<file path="src/rtl/vipcti_timing_pkg.sv">
// Shared constants and helpers for the clocked-video timing counters.
// Used by alt_vipcti140_frame_timing_counter and its sample counter.
package vipcti_timing_pkg;

  localparam int DEF_H_WIDTH = 14;
  localparam int DEF_V_WIDTH = 13;
  localparam int DEF_SAMPLES = 1;
  localparam int DEF_LOG2_SAMPLES = 1;

  // Last valid index of a raster dimension, modulo 2^width.
  function automatic logic [31:0] last_index(
    input logic [31:0] total,
    input logic        minus_one,
    input int          width
  );
    logic [31:0] r;
    logic [31:0] mask;
    r = minus_one ? total : total - 32'd1;
    mask = (width >= 32) ? '1 : ((32'd1 << width) - 32'd1);
    return r & mask;
  endfunction

endpackage

</file>
<file path="src/rtl/alt_vipcti140_frame_timing_counter_if.sv">
// Timing-mode inputs and raster position outputs of the frame counter.
// master drives totals/controls, slave is the counter itself.
interface alt_vipcti140_frame_timing_counter_if
  import vipcti_timing_pkg::*;
#(
  parameter int H_WIDTH      = DEF_H_WIDTH,
  parameter int V_WIDTH      = DEF_V_WIDTH,
  parameter int LOG2_SAMPLES = DEF_LOG2_SAMPLES
);

  logic                    sclr;
  logic                    enable;
  logic [H_WIDTH-1:0]      h_total;
  logic [V_WIDTH-1:0]      v_total;
  logic [V_WIDTH-1:0]      v_total_f1;
  logic [H_WIDTH-1:0]      h_reset;
  logic [V_WIDTH-1:0]      v_reset;
  logic                    f_reset;

  logic                    start_of_sample;
  logic [LOG2_SAMPLES-1:0] sample_tick;
  logic                    new_line;
  logic                    new_frame;
  logic [H_WIDTH-1:0]      h_count;
  logic [V_WIDTH-1:0]      v_count;
  logic                    field;

  modport master (
    output sclr, enable,
    output h_total, v_total, v_total_f1,
    output h_reset, v_reset, f_reset,
    input  start_of_sample, sample_tick,
    input  new_line, new_frame,
    input  h_count, v_count, field
  );

  modport slave (
    input  sclr, enable,
    input  h_total, v_total, v_total_f1,
    input  h_reset, v_reset, f_reset,
    output start_of_sample, sample_tick,
    output new_line, new_frame,
    output h_count, v_count, field
  );

endinterface

</file>
<file path="src/rtl/alt_vipcti140_sample_counter.sv">
// Colour-plane phase within a pixel; count_sample marks the last plane.
// SAMPLES_PER_PIXEL=1 collapses the tick to a constant zero.
module alt_vipcti140_sample_counter
  import vipcti_timing_pkg::*;
#(
  parameter int SAMPLES_PER_PIXEL = DEF_SAMPLES,
  parameter int LOG2_SAMPLES      = DEF_LOG2_SAMPLES
) (
  input  logic                    clk,
  input  logic                    rst_n,
  input  logic                    sclr,
  input  logic                    enable,
  output logic [LOG2_SAMPLES-1:0] sample_tick,
  output logic                    start_of_sample,
  output logic                    count_sample
);

  localparam logic [LOG2_SAMPLES-1:0] TICK_LAST =
    LOG2_SAMPLES'(SAMPLES_PER_PIXEL - 1);

  logic [LOG2_SAMPLES-1:0] tick_q;
  logic [LOG2_SAMPLES-1:0] tick_d;
  logic                    at_last;

  always_comb begin
    at_last = (tick_q == TICK_LAST);
    tick_d  = tick_q;
    if (sclr) begin
      tick_d = '0;
    end else if (enable) begin
      tick_d = at_last ? '0 : tick_q + LOG2_SAMPLES'(1);
    end
  end

  always_ff @(posedge clk or negedge rst_n) begin
    if (!rst_n) begin
      tick_q <= '0;
    end else begin
      tick_q <= tick_d;
    end
  end

  assign sample_tick     = tick_q;
  assign start_of_sample = (tick_q == '0);
  assign count_sample    = enable && at_last;

endmodule

</file>
<file path="src/rtl/alt_vipcti140_frame_timing_counter.sv">
// Raster position counter: sample phase, pixel, line and field.
// Interlaced field support: define VIPCTI_FRAME_COUNTER_INTERLACE_EN.
module alt_vipcti140_frame_timing_counter
  import vipcti_timing_pkg::*;
#(
  parameter int H_WIDTH           = DEF_H_WIDTH,
  parameter int V_WIDTH           = DEF_V_WIDTH,
  parameter int SAMPLES_PER_PIXEL = DEF_SAMPLES,
  parameter int LOG2_SAMPLES      = DEF_LOG2_SAMPLES,
  parameter int TOTALS_MINUS_ONE  = 0
) (
  input logic clk,
  input logic rst_n,
  alt_vipcti140_frame_timing_counter_if.slave bus
);

  logic               count_sample;
  logic               new_line;
  logic               new_frame;
  logic               field_q;
  logic [H_WIDTH-1:0] h_last;
  logic [V_WIDTH-1:0] v_last;
  logic [V_WIDTH-1:0] v_sel;
  logic [H_WIDTH-1:0] h_count_q;
  logic [H_WIDTH-1:0] h_count_d;
  logic [V_WIDTH-1:0] v_count_q;
  logic [V_WIDTH-1:0] v_count_d;

  alt_vipcti140_sample_counter #(
    .SAMPLES_PER_PIXEL (SAMPLES_PER_PIXEL),
    .LOG2_SAMPLES      (LOG2_SAMPLES)
  ) u_sample (
    .clk             (clk),
    .rst_n           (rst_n),
    .sclr            (bus.sclr),
    .enable          (bus.enable),
    .sample_tick     (bus.sample_tick),
    .start_of_sample (bus.start_of_sample),
    .count_sample    (count_sample)
  );

`ifdef VIPCTI_FRAME_COUNTER_INTERLACE_EN
  logic field_d;

  assign v_sel = field_q ? bus.v_total_f1 : bus.v_total;

  always_comb begin
    field_d = field_q;
    if (bus.sclr) begin
      field_d = bus.f_reset;
    end else if (new_frame) begin
      field_d = ~field_q;
    end
  end

  always_ff @(posedge clk or negedge rst_n) begin
    if (!rst_n) begin
      field_q <= 1'b0;
    end else begin
      field_q <= field_d;
    end
  end
`else
  assign v_sel   = bus.v_total;
  assign field_q = 1'b0;
`endif

  assign h_last = H_WIDTH'(last_index(32'(bus.h_total),
                                      TOTALS_MINUS_ONE != 0,
                                      H_WIDTH));
  assign v_last = V_WIDTH'(last_index(32'(v_sel),
                                      TOTALS_MINUS_ONE != 0,
                                      V_WIDTH));

  // >= so a total shrunk below the position wraps instead of overrunning
  assign new_line  = count_sample && (h_count_q >= h_last);
  assign new_frame = new_line && (v_count_q >= v_last);

  always_comb begin
    h_count_d = h_count_q;
    v_count_d = v_count_q;
    if (bus.sclr) begin
      h_count_d = bus.h_reset;
      v_count_d = bus.v_reset;
    end else if (count_sample) begin
      h_count_d = new_line ? '0 : h_count_q + H_WIDTH'(1);
      if (new_line) begin
        v_count_d = new_frame ? '0 : v_count_q + V_WIDTH'(1);
      end
    end
  end

  always_ff @(posedge clk or negedge rst_n) begin
    if (!rst_n) begin
      h_count_q <= '0;
      v_count_q <= '0;
    end else begin
      h_count_q <= h_count_d;
      v_count_q <= v_count_d;
    end
  end

  assign bus.new_line  = new_line;
  assign bus.new_frame = new_frame;
  assign bus.h_count   = h_count_q;
  assign bus.v_count   = v_count_q;
  assign bus.field     = field_q;

endmodule
</file>
<file path="src/flat_wrapper.sv">
// flat-port wrapper written by rule: the top's interface ports become plain ports
module alt_vipcti140_frame_timing_counter_flat import vipcti_timing_pkg::*;
#(
  parameter int H_WIDTH           = DEF_H_WIDTH,
  parameter int V_WIDTH           = DEF_V_WIDTH,
  parameter int SAMPLES_PER_PIXEL = DEF_SAMPLES,
  parameter int LOG2_SAMPLES      = DEF_LOG2_SAMPLES,
  parameter int TOTALS_MINUS_ONE  = 0
)
  (clk, rst_n, bus_sclr, bus_enable, bus_h_total, bus_v_total, bus_v_total_f1, bus_h_reset, bus_v_reset, bus_f_reset, bus_start_of_sample, bus_sample_tick, bus_new_line, bus_new_frame, bus_h_count, bus_v_count, bus_field);
  alt_vipcti140_frame_timing_counter_if #(.H_WIDTH(H_WIDTH), .V_WIDTH(V_WIDTH), .LOG2_SAMPLES(LOG2_SAMPLES)) bus_i ();
  input logic clk;
  input logic rst_n;
  input wire logic [$bits(bus_i.sclr)-1:0] bus_sclr;
  input wire logic [$bits(bus_i.enable)-1:0] bus_enable;
  input wire logic [$bits(bus_i.h_total)-1:0] bus_h_total;
  input wire logic [$bits(bus_i.v_total)-1:0] bus_v_total;
  input wire logic [$bits(bus_i.v_total_f1)-1:0] bus_v_total_f1;
  input wire logic [$bits(bus_i.h_reset)-1:0] bus_h_reset;
  input wire logic [$bits(bus_i.v_reset)-1:0] bus_v_reset;
  input wire logic [$bits(bus_i.f_reset)-1:0] bus_f_reset;
  output wire logic [$bits(bus_i.start_of_sample)-1:0] bus_start_of_sample;
  output wire logic [$bits(bus_i.sample_tick)-1:0] bus_sample_tick;
  output wire logic [$bits(bus_i.new_line)-1:0] bus_new_line;
  output wire logic [$bits(bus_i.new_frame)-1:0] bus_new_frame;
  output wire logic [$bits(bus_i.h_count)-1:0] bus_h_count;
  output wire logic [$bits(bus_i.v_count)-1:0] bus_v_count;
  output wire logic [$bits(bus_i.field)-1:0] bus_field;
  assign bus_i.sclr = bus_sclr;
  assign bus_i.enable = bus_enable;
  assign bus_i.h_total = bus_h_total;
  assign bus_i.v_total = bus_v_total;
  assign bus_i.v_total_f1 = bus_v_total_f1;
  assign bus_i.h_reset = bus_h_reset;
  assign bus_i.v_reset = bus_v_reset;
  assign bus_i.f_reset = bus_f_reset;
  assign bus_start_of_sample = bus_i.start_of_sample;
  assign bus_sample_tick = bus_i.sample_tick;
  assign bus_new_line = bus_i.new_line;
  assign bus_new_frame = bus_i.new_frame;
  assign bus_h_count = bus_i.h_count;
  assign bus_v_count = bus_i.v_count;
  assign bus_field = bus_i.field;
  alt_vipcti140_frame_timing_counter #(.H_WIDTH(H_WIDTH), .V_WIDTH(V_WIDTH), .SAMPLES_PER_PIXEL(SAMPLES_PER_PIXEL), .LOG2_SAMPLES(LOG2_SAMPLES), .TOTALS_MINUS_ONE(TOTALS_MINUS_ONE)) u_core (.clk(clk), .rst_n(rst_n), .bus(bus_i));
endmodule
</file>
<file path="config.mk">
export PLATFORM = sky130hd
export DESIGN_NAME = alt_vipcti140_frame_timing_counter_flat
export DESIGN_NICKNAME = d
export VERILOG_FILES = /design/src/rtl/vipcti_timing_pkg.sv /design/src/rtl/alt_vipcti140_frame_timing_counter_if.sv /design/src/rtl/alt_vipcti140_sample_counter.sv /design/src/rtl/alt_vipcti140_frame_timing_counter.sv /design/src/flat_wrapper.sv
export SDC_FILE = /design/constraint.sdc
export NUM_CORES = 1
export LEC_CHECK = 0
export CORE_ASPECT_RATIO = 1.5
export CORE_UTILIZATION = 45
export CTS_CLUSTER_DIAMETER = 60
export DETAILED_ROUTE_END_ITERATION = 7
export DONT_BUFFER_PORTS = 1
export GPL_ROUTABILITY_DRIVEN = 0
export SLEW_MARGIN = 10
export SYNTH_ARGS = -nofsm -noshare
export SYNTH_HDL_FRONTEND = slang
export SYNTH_SLANG_ARGS = --single-unit
</file>
<file path="constraint.sdc">
create_clock -name clk -period 4.2 [get_ports clk]
set_input_delay 0.21 -clock clk [delete_from_list [all_inputs] [get_ports clk]]
set_output_delay 0.21 -clock clk [all_outputs]
set_load 0.02 [all_outputs]
</file>
### After elaboration in Yosys (flattened, before gate mapping)

Cells that the tools add are included.

| operators by class | value |
|---|---|
| add/sub/neg operators | 5 |
| magnitude comparators | 2 |
| muxes and demuxes | 10 |
| bitwise gates (word level) | 1 |
| reductions and logical operators | 7 |

Operators by type and width:

| operator | number |
|---|---|
| 13-bit 2-to-1 mux | 4 |
| 14-bit 2-to-1 mux | 3 |
| 14-bit by 1-bit adder with 14-bit output (second input constant) | 1 |
| 14-bit >= comparator | 1 |
| 14-bit by 1-bit subtractor with 14-bit output (second input constant) | 1 |
| 13-bit by 1-bit adder with 13-bit output (second input constant) | 1 |
| 13-bit >= comparator | 1 |
| 13-bit by 1-bit subtractor with 13-bit output (second input constant) | 1 |
| 2-bit nonzero test | 3 |
| 1-bit logical AND | 3 |
| 1-bit 2-to-1 mux | 3 |
| 2-bit AND reduction | 1 |
| 1-bit adder (second input constant) | 1 |
| 1-bit NOT | 1 |

| storage, ports and cells | value |
|---|---|
| bits in registers | 28 |

### Longest topological paths before layout

| depth | value |
|---|---|
| word-level depth | 8 |
| mapped depth | 15 |
| gate-level depth less buffers | 14 |

### Modules after synthesis

Synthesis repeated with hierarchy kept, for this count alone.

| second synthesis, totals | value |
|---|---|
| cell total of the unflattened synthesis | 366 |
| area, all modules | 2,915.3 µm² |

Modules (own cells, without submodules):

| module | times used | cells an instance | area an instance (µm²) | sequential area each (µm²) |
|---|---|---|---|---|
| alt_vipcti140_frame_timing_counter | 1 | 361 | 2,885.3 | 675.6 |
| alt_vipcti140_sample_counter | 1 | 5 | 30.0 | 0.0 |

### Worst setup path before layout

No wires, ideal clock.

| timing path | value |
|---|---|
| kind | input-to-output |
| from | input port bus_h_total[2] |
| to | output port bus_new_frame |
| data arrival time | 2,623 ps |
| data required time | 3,990 ps |
| slack | 1,367 ps |
| stages | 13 |
| buffers on the path | 1 |
| path through | nor3_1 -> nand3_1 -> nor3_1 -> nand2_1 -> nor3_1 -> xnor2_1 -> ha_1 -> a21oi_1 -> o21ai_1 -> a22o_1 -> a21oi_2 -> clkbuf_1 -> nor2_1 |

| on the way | value |
|---|---|
| longest elaborated chain between the ends | 4 |

Ends and longest elaborated chain:

| element | line | RTL |
|---|---|---|
| start, declared | flat_wrapper.sv:16 | `input wire logic [$bits(bus_i.h_total)-1:0] bus_h_total;` |
| 14-bit by 1-bit subtractor with 14-bit output | vipcti_timing_pkg.sv:18 | `r = minus_one ? total : total - 32'd1;` |
| 14-bit >= comparator | alt_vipcti140_frame_timing_counter.sv:76 | `assign new_line = count_sample && (h_count_q >= h_last);` |
| 1-bit logical AND | alt_vipcti140_frame_timing_counter.sv:76 |  |
| 1-bit logical AND | alt_vipcti140_frame_timing_counter.sv:77 | `assign new_frame = new_line && (v_count_q >= v_last);` |
| end, declared | flat_wrapper.sv:25 | `output wire logic [$bits(bus_i.new_frame)-1:0] bus_new_frame;` |

Every way passes these cells.

### Final worst setup path

| timing path | value |
|---|---|
| from | input port bus_v_total[0] |
| to | output port bus_new_frame |

| on the way | value |
|---|---|
| longest elaborated chain between the ends | 3 |

Ends and longest elaborated chain:

| element | line | RTL |
|---|---|---|
| start, declared | flat_wrapper.sv:17 | `input wire logic [$bits(bus_i.v_total)-1:0] bus_v_total;` |
| 13-bit by 1-bit subtractor with 13-bit output | vipcti_timing_pkg.sv:18 |  |
| 13-bit >= comparator | alt_vipcti140_frame_timing_counter.sv:77 |  |
| 1-bit logical AND | alt_vipcti140_frame_timing_counter.sv:77 |  |

Every way passes these cells.

==> report_table.html <==
<table>
<tr><th>Metric</th><th>Value</th></tr>
<tr><th colspan="2">Floorplan</th></tr>
<tr><td>FP Rows</td><td>34</td></tr>
<tr><td>Die area</td><td>6531 sq um</td></tr>
<tr><td>Placeable core region</td><td>5913 sq um</td></tr>
<tr><td>Overall die width</td><td>66.32 um</td></tr>
<tr><td>Initial cell density of the core</td><td>47.23%</td></tr>
<tr><td>Top Ports</td><td>104</td></tr>
<tr><td>Die Span Y</td><td>98.48 um</td></tr>
<tr><th colspan="2">Power</th></tr>
<tr><td>Total power density per cell area</td><td>276.1 nW/um^2</td></tr>
<tr><td>Worst IR Drop VDD</td><td>0.0001452 V</td></tr>
<tr><td>Clock power share</td><td>19.4%</td></tr>
<tr><td>Leak Pwr</td><td>1.142 nW</td></tr>
<tr><td>Share of total power in sequential cells</td><td>47.9%</td></tr>
<tr><td>Net load switching power</td><td>0.0003313 W</td></tr>
<tr><td>Switching part of the total</td><td>41.50%</td></tr>
<tr><td>Comb pwr share</td><td>32.7%</td></tr>
<tr><td>Internal power contribution</td><td>0.0004670 W</td></tr>
<tr><th colspan="2">Critical path</th></tr>
<tr><td>Critical path endpoint category</td><td>output port</td></tr>
<tr><td>Worst path slowest cell</td><td>a221o_1</td></tr>
<tr><td>Critical path peak fanout</td><td>24</td></tr>
<tr><td>Count of cells along the worst register-to-register path</td><td>8</td></tr>
<tr><td>Critical path data arrival time</td><td>3.04 ns</td></tr>
<tr><td>CP cell instances</td><td>inv_1 -&gt; ha_1 -&gt; nand2_1 -&gt; or3_1 -&gt; nor2_1 -&gt; xnor2_1 -&gt; ha_1 -&gt; a21o_1 -&gt; a21oi_1 -&gt; nor3b_1 -&gt; a221o_1 -&gt; nor2_1</td></tr>
<tr><td>Reg-to-reg slack, setup</td><td>1.58 ns</td></tr>
<tr><td>Worst stage delay on the critical path</td><td>0.73 ns</td></tr>
<tr><td>Startpoint of the lowest-slack register-to-register path</td><td>u_core.bus.v_count[0]</td></tr>
<tr><td>Crit Path Category</td><td>in2out</td></tr>
<tr><td>Startpoint class of the critical path</td><td>input pin</td></tr>
<tr><td>Required time worst endpoint</td><td>3.99 ns</td></tr>
<tr><td>Capture point of the worst reg-to-reg path</td><td>u_core.bus.v_count[0]</td></tr>
<tr><th colspan="2">Logic synthesis</th></tr>
<tr><td>Part of the Yosys area used for sequential elements</td><td>24.19%</td></tr>
<tr><td>Most instantiated library cell after synthesis</td><td>nand2_1</td></tr>
<tr><td>Area leader, netlist</td><td>dfrtp_1</td></tr>
<tr><td>Cell types with the largest area share after synthesis</td><td>dfrtp_1 24%, ha_1 14%, a21oi_1 5.6%</td></tr>
<tr><td>Share of flip-flops with an asynchronous set or reset</td><td>100.0%</td></tr>
<tr><td>Area share of the largest cell type after synthesis</td><td>24.19%</td></tr>
<tr><td>Netlist area before placement</td><td>2793 sq um</td></tr>
<tr><td>Unique masters post-synth</td><td>50</td></tr>
<tr><td>Number of warnings issued by yosys</td><td>0</td></tr>
<tr><td>Synthesized area divided by synthesized cell count</td><td>7.911 sq um</td></tr>
<tr><td>Cell count after synthesis</td><td>353</td></tr>
<tr><td>Post-synthesis sequential element count</td><td>27</td></tr>
<tr><td>Count of flip-flops with a built-in enable after synthesis</td><td>0</td></tr>
<tr><td>Ys flop type</td><td>dfrtp_1</td></tr>
<tr><td>Commonest cells post-synth</td><td>40 x nand2_1, 31 x a21oi_1, 31 x ha_1</td></tr>
<tr><th colspan="2">STA</th></tr>
<tr><td>Clock period minus worst slack</td><td>3.255 ns</td></tr>
<tr><td>Actual transition at the worst max-transition pin</td><td>0.8448 ns</td></tr>
<tr><td>RSZ-0062 raised after global routing</td><td>no</td></tr>
<tr><td>Number of setup violations in the final report</td><td>0</td></tr>
<tr><td>Timing-limited maximum frequency</td><td>0.3072 GHz</td></tr>
<tr><td>Relative max-transition margin</td><td>43.67%</td></tr>
<tr><td>Max-slew violation count</td><td>0</td></tr>
<tr><td>Final cycle utilization of the critical path</td><td>77.49%</td></tr>
<tr><td>Final Skew</td><td>0.004129 ns</td></tr>
<tr><td>Hold Vio Cnt, Final</td><td>0</td></tr>
<tr><td>Setup TNS</td><td>0 ns</td></tr>
<tr><th colspan="2">Clocking</th></tr>
<tr><td>Num CTS Buffers</td><td>3</td></tr>
<tr><td>Max Root-Sink Buffers</td><td>2</td></tr>
<tr><td>Number of instances resized during post-cts repair</td><td>0</td></tr>
<tr><td>Clock-pin slew of the registers on the worst-case setup and hold paths</td><td>0.10 ns</td></tr>
<tr><td>TritonCTS clock tree</td><td>built</td></tr>
<tr><td>Setup Buffers After CTS</td><td>0</td></tr>
<tr><td>Latest clock arrival within the worst-skew pair</td><td>0.27 ns</td></tr>
<tr><td>Clock sink count</td><td>27</td></tr>
<tr><td>Maximum level of the CTS H-tree</td><td>1</td></tr>
<tr><td>Clock root buffer</td><td>clkbuf_8</td></tr>
<tr><th colspan="2">Placement</th></tr>
<tr><td>Half-perimeter wire length of the detailed placement result</td><td>5460 um</td></tr>
<tr><td>IO Port Bufs</td><td>0</td></tr>
<tr><td>Instance area at placement</td><td>2816 sq um</td></tr>
<tr><th colspan="2">Detailed routing</th></tr>
<tr><td>Via count</td><td>2,566</td></tr>
<tr><td>Total detailed-routing wirelength</td><td>7141 um</td></tr>
<tr><td>Number of routed nets with antenna violations</td><td>0</td></tr>
<tr><td>Avg Vias per Cell</td><td>6.168</td></tr>
<tr><td>Routed wire per std cell</td><td>17.17 um</td></tr>
<tr><td>Pre-Repair DR Iteration Count</td><td>4</td></tr>
<tr><td>Number of remaining DRC errors</td><td>0</td></tr>
<tr><td>DRT iter0 DRCs</td><td>143</td></tr>
<tr><th colspan="2">Cells and area</th></tr>
<tr><td>Fraction of final layout cells with drive strength greater than 1</td><td>6.105%</td></tr>
<tr><td>Area growth from synthesis to layout</td><td>3.539%</td></tr>
<tr><td>Register cell area after layout</td><td>675.6 sq um</td></tr>
<tr><td>Net count of the finished layout</td><td>448</td></tr>
<tr><td>Footprint of the multi-input gates</td><td>1991 sq um</td></tr>
<tr><td>Count of filler cells inserted in the layout</td><td>618</td></tr>
<tr><td>Final Cell Area</td><td>2892 sq um</td></tr>
<tr><td>Antenna cell count</td><td>0</td></tr>
<tr><th colspan="2">Job</th></tr>
<tr><td>Number of maximum-capacitance violations</td><td>0</td></tr>
<tr><th colspan="2">Global routing</th></tr>
<tr><td>Antenna violations before repair</td><td>0</td></tr>
<tr><td>Number of global-route vias before repair</td><td>2,679</td></tr>
<tr><td>M3 GR Usage</td><td>3.241%</td></tr>
<tr><td>Grt met2 use</td><td>44.11%</td></tr>
<tr><td>Remaining global-route overflow</td><td>0</td></tr>
<tr><td>Overall routing resource usage</td><td>23.26%</td></tr>
<tr><td>Largest net degree at the start of global routing</td><td>53</td></tr>
<tr><td>Global-route wire length before repair</td><td>11,940 um</td></tr>
<tr><td>Most utilized layer in the global route result</td><td>met2</td></tr>
<tr><td>Routing usage on met1</td><td>24.46%</td></tr>
<tr><th colspan="2">Status</th></tr>
<tr><td>Run status</td><td>finished, final reports clean</td></tr>
<tr><th colspan="2">Min path</th></tr>
<tr><td>Startpoint of the tightest hold check path</td><td>bus_sclr</td></tr>
<tr><td>Worst hold stages</td><td>1</td></tr>
<tr><td>Worst Hold Class</td><td>in2reg</td></tr>
<tr><td>Worst hold endpoint</td><td>u_core.bus.h_count[12]</td></tr>
</table>
-- placed cells by master, fill, tap and decap left out, types with 2 or more instances in the layout --
master,instances
nor4_1,5
and3_1,3
inv_2,2
ha_1,31
o211a_1,2
xor2_1,6
nand3_2,2
nor2_1,23
nand4_1,5
o21a_1,3
and2_1,4
nand2b_1,5
o21ai_0,17
a32o_1,6
a31o_2,2
nor3b_1,2
a31o_1,5
dfrtp_1,27
a2bb2oi_1,4
a32oi_1,12
nand2_1,40
a21oi_1,31
o21ai_1,14
a21o_1,2
or2_2,3
clkbuf_8,3
conb_1,3
xnor2_1,15
or3_1,5
o31ai_1,2
inv_1,10
nand3_1,11
nor3_1,20
buf_4,2
-- layout make-up --
class                      instances  area share, %
inverter                          12          1.558
sequential                        27          23.37
clock buffer                       4          1.558
timing repair buffer               4          1.558
multi-input combinational        297          68.84
tap                               72          3.116
-- metal layers --
metal	routed length [um]	share of wire, %
met5	0	0
met4	182	2.5
met3	364	5.1
met2	3830	54
met1	2764	39
-- worst max-delay path, delay by kind of cell --
family / cells / cell delay [ns]
AO/OA/AOI/OAI: 3 / 1.06
adder cells (fa/ha/maj): 2 / 0.45
buffers and inverters: 1 / 0.07
XOR/XNOR: 1 / 0.14
AND/OR/NAND/NOR: 5 / 1.11
-- stage by stage --
| stage | hold WS [ns] | cells | total power, W | utilization (%) | worst slack [ns] |
|---|---|---|---|---|---|
| after floorplan | -0.08559 | 354 | 0.0005880 | - | 1.367 |
| after global placement | -0.08508 | 410 | 0.0006370 | 47.63 | 0.9253 |
| after detailed placement | -0.08493 | 410 | 0.0006438 | 47.63 | 0.9110 |
| after CTS | 0.006464 | 416 | 0.0008113 | 48.90 | 0.9080 |
| after global routing | 0.004123 | 416 | 0.0008678 | 48.90 | 0.7508 |
| final | 0.01596 | 416 | 0.0007982 | 48.90 | 0.9452 |
-- worst max path at each step --
stage                   start       endpoint  slack, ns  depth (start not counted)
5_1_grt        bus_h_total[2]  bus_new_frame       0.75                         13
2_1_floorplan  bus_h_total[2]  bus_new_frame       1.37                         13
3_5_place_dp   bus_v_total[0]  bus_new_frame       0.91                         12
4_1_cts        bus_v_total[0]  bus_new_frame       0.91                         12
3_3_place_gp   bus_v_total[0]  bus_new_frame       0.93                         12
6_report       bus_v_total[0]  bus_new_frame       0.95                         12
-- power by group through the flow --
stage | registers (W) | clock network [W] | logic [W]
2_1_floorplan | 0.000370 | 0 | 0.000218
3_3_place_gp | 0.000388 | 0 | 0.000249
3_5_place_dp | 0.000389 | 0 | 0.000255
4_1_cts | 0.000383 | 0.000163 | 0.000265
5_1_grt | 0.000390 | 0.000175 | 0.000303
6_report | 0.000383 | 0.000155 | 0.000261
-- state kept, by name, summed over array words and instances (netlist names) --
register and flops:
u_core.bus.v_count 13, u_core.bus.h_count 14
-- kinds of logic after synthesis --
logic type | count (synthesis) | share of synthesized area, %
multiplexers | 1 | 0.5375
AND/OR/NAND/NOR | 132 | 23.75
XOR/XNOR | 21 | 6.586
flip-flops | 27 | 24.19
AO/OA/AOI/OAI | 109 | 26.12
other | 2 | 0.2689
adder cells (fa/ha/maj) | 31 | 13.89
buffers and inverters | 30 | 4.659
-- timing repair --
item / CTS / global route
hold buffers: 2 / 0
endpoints found under the setup margin: 0 / 0
endpoints found under the hold margin: 27 / 0
(Power assumes the default switching activity.)
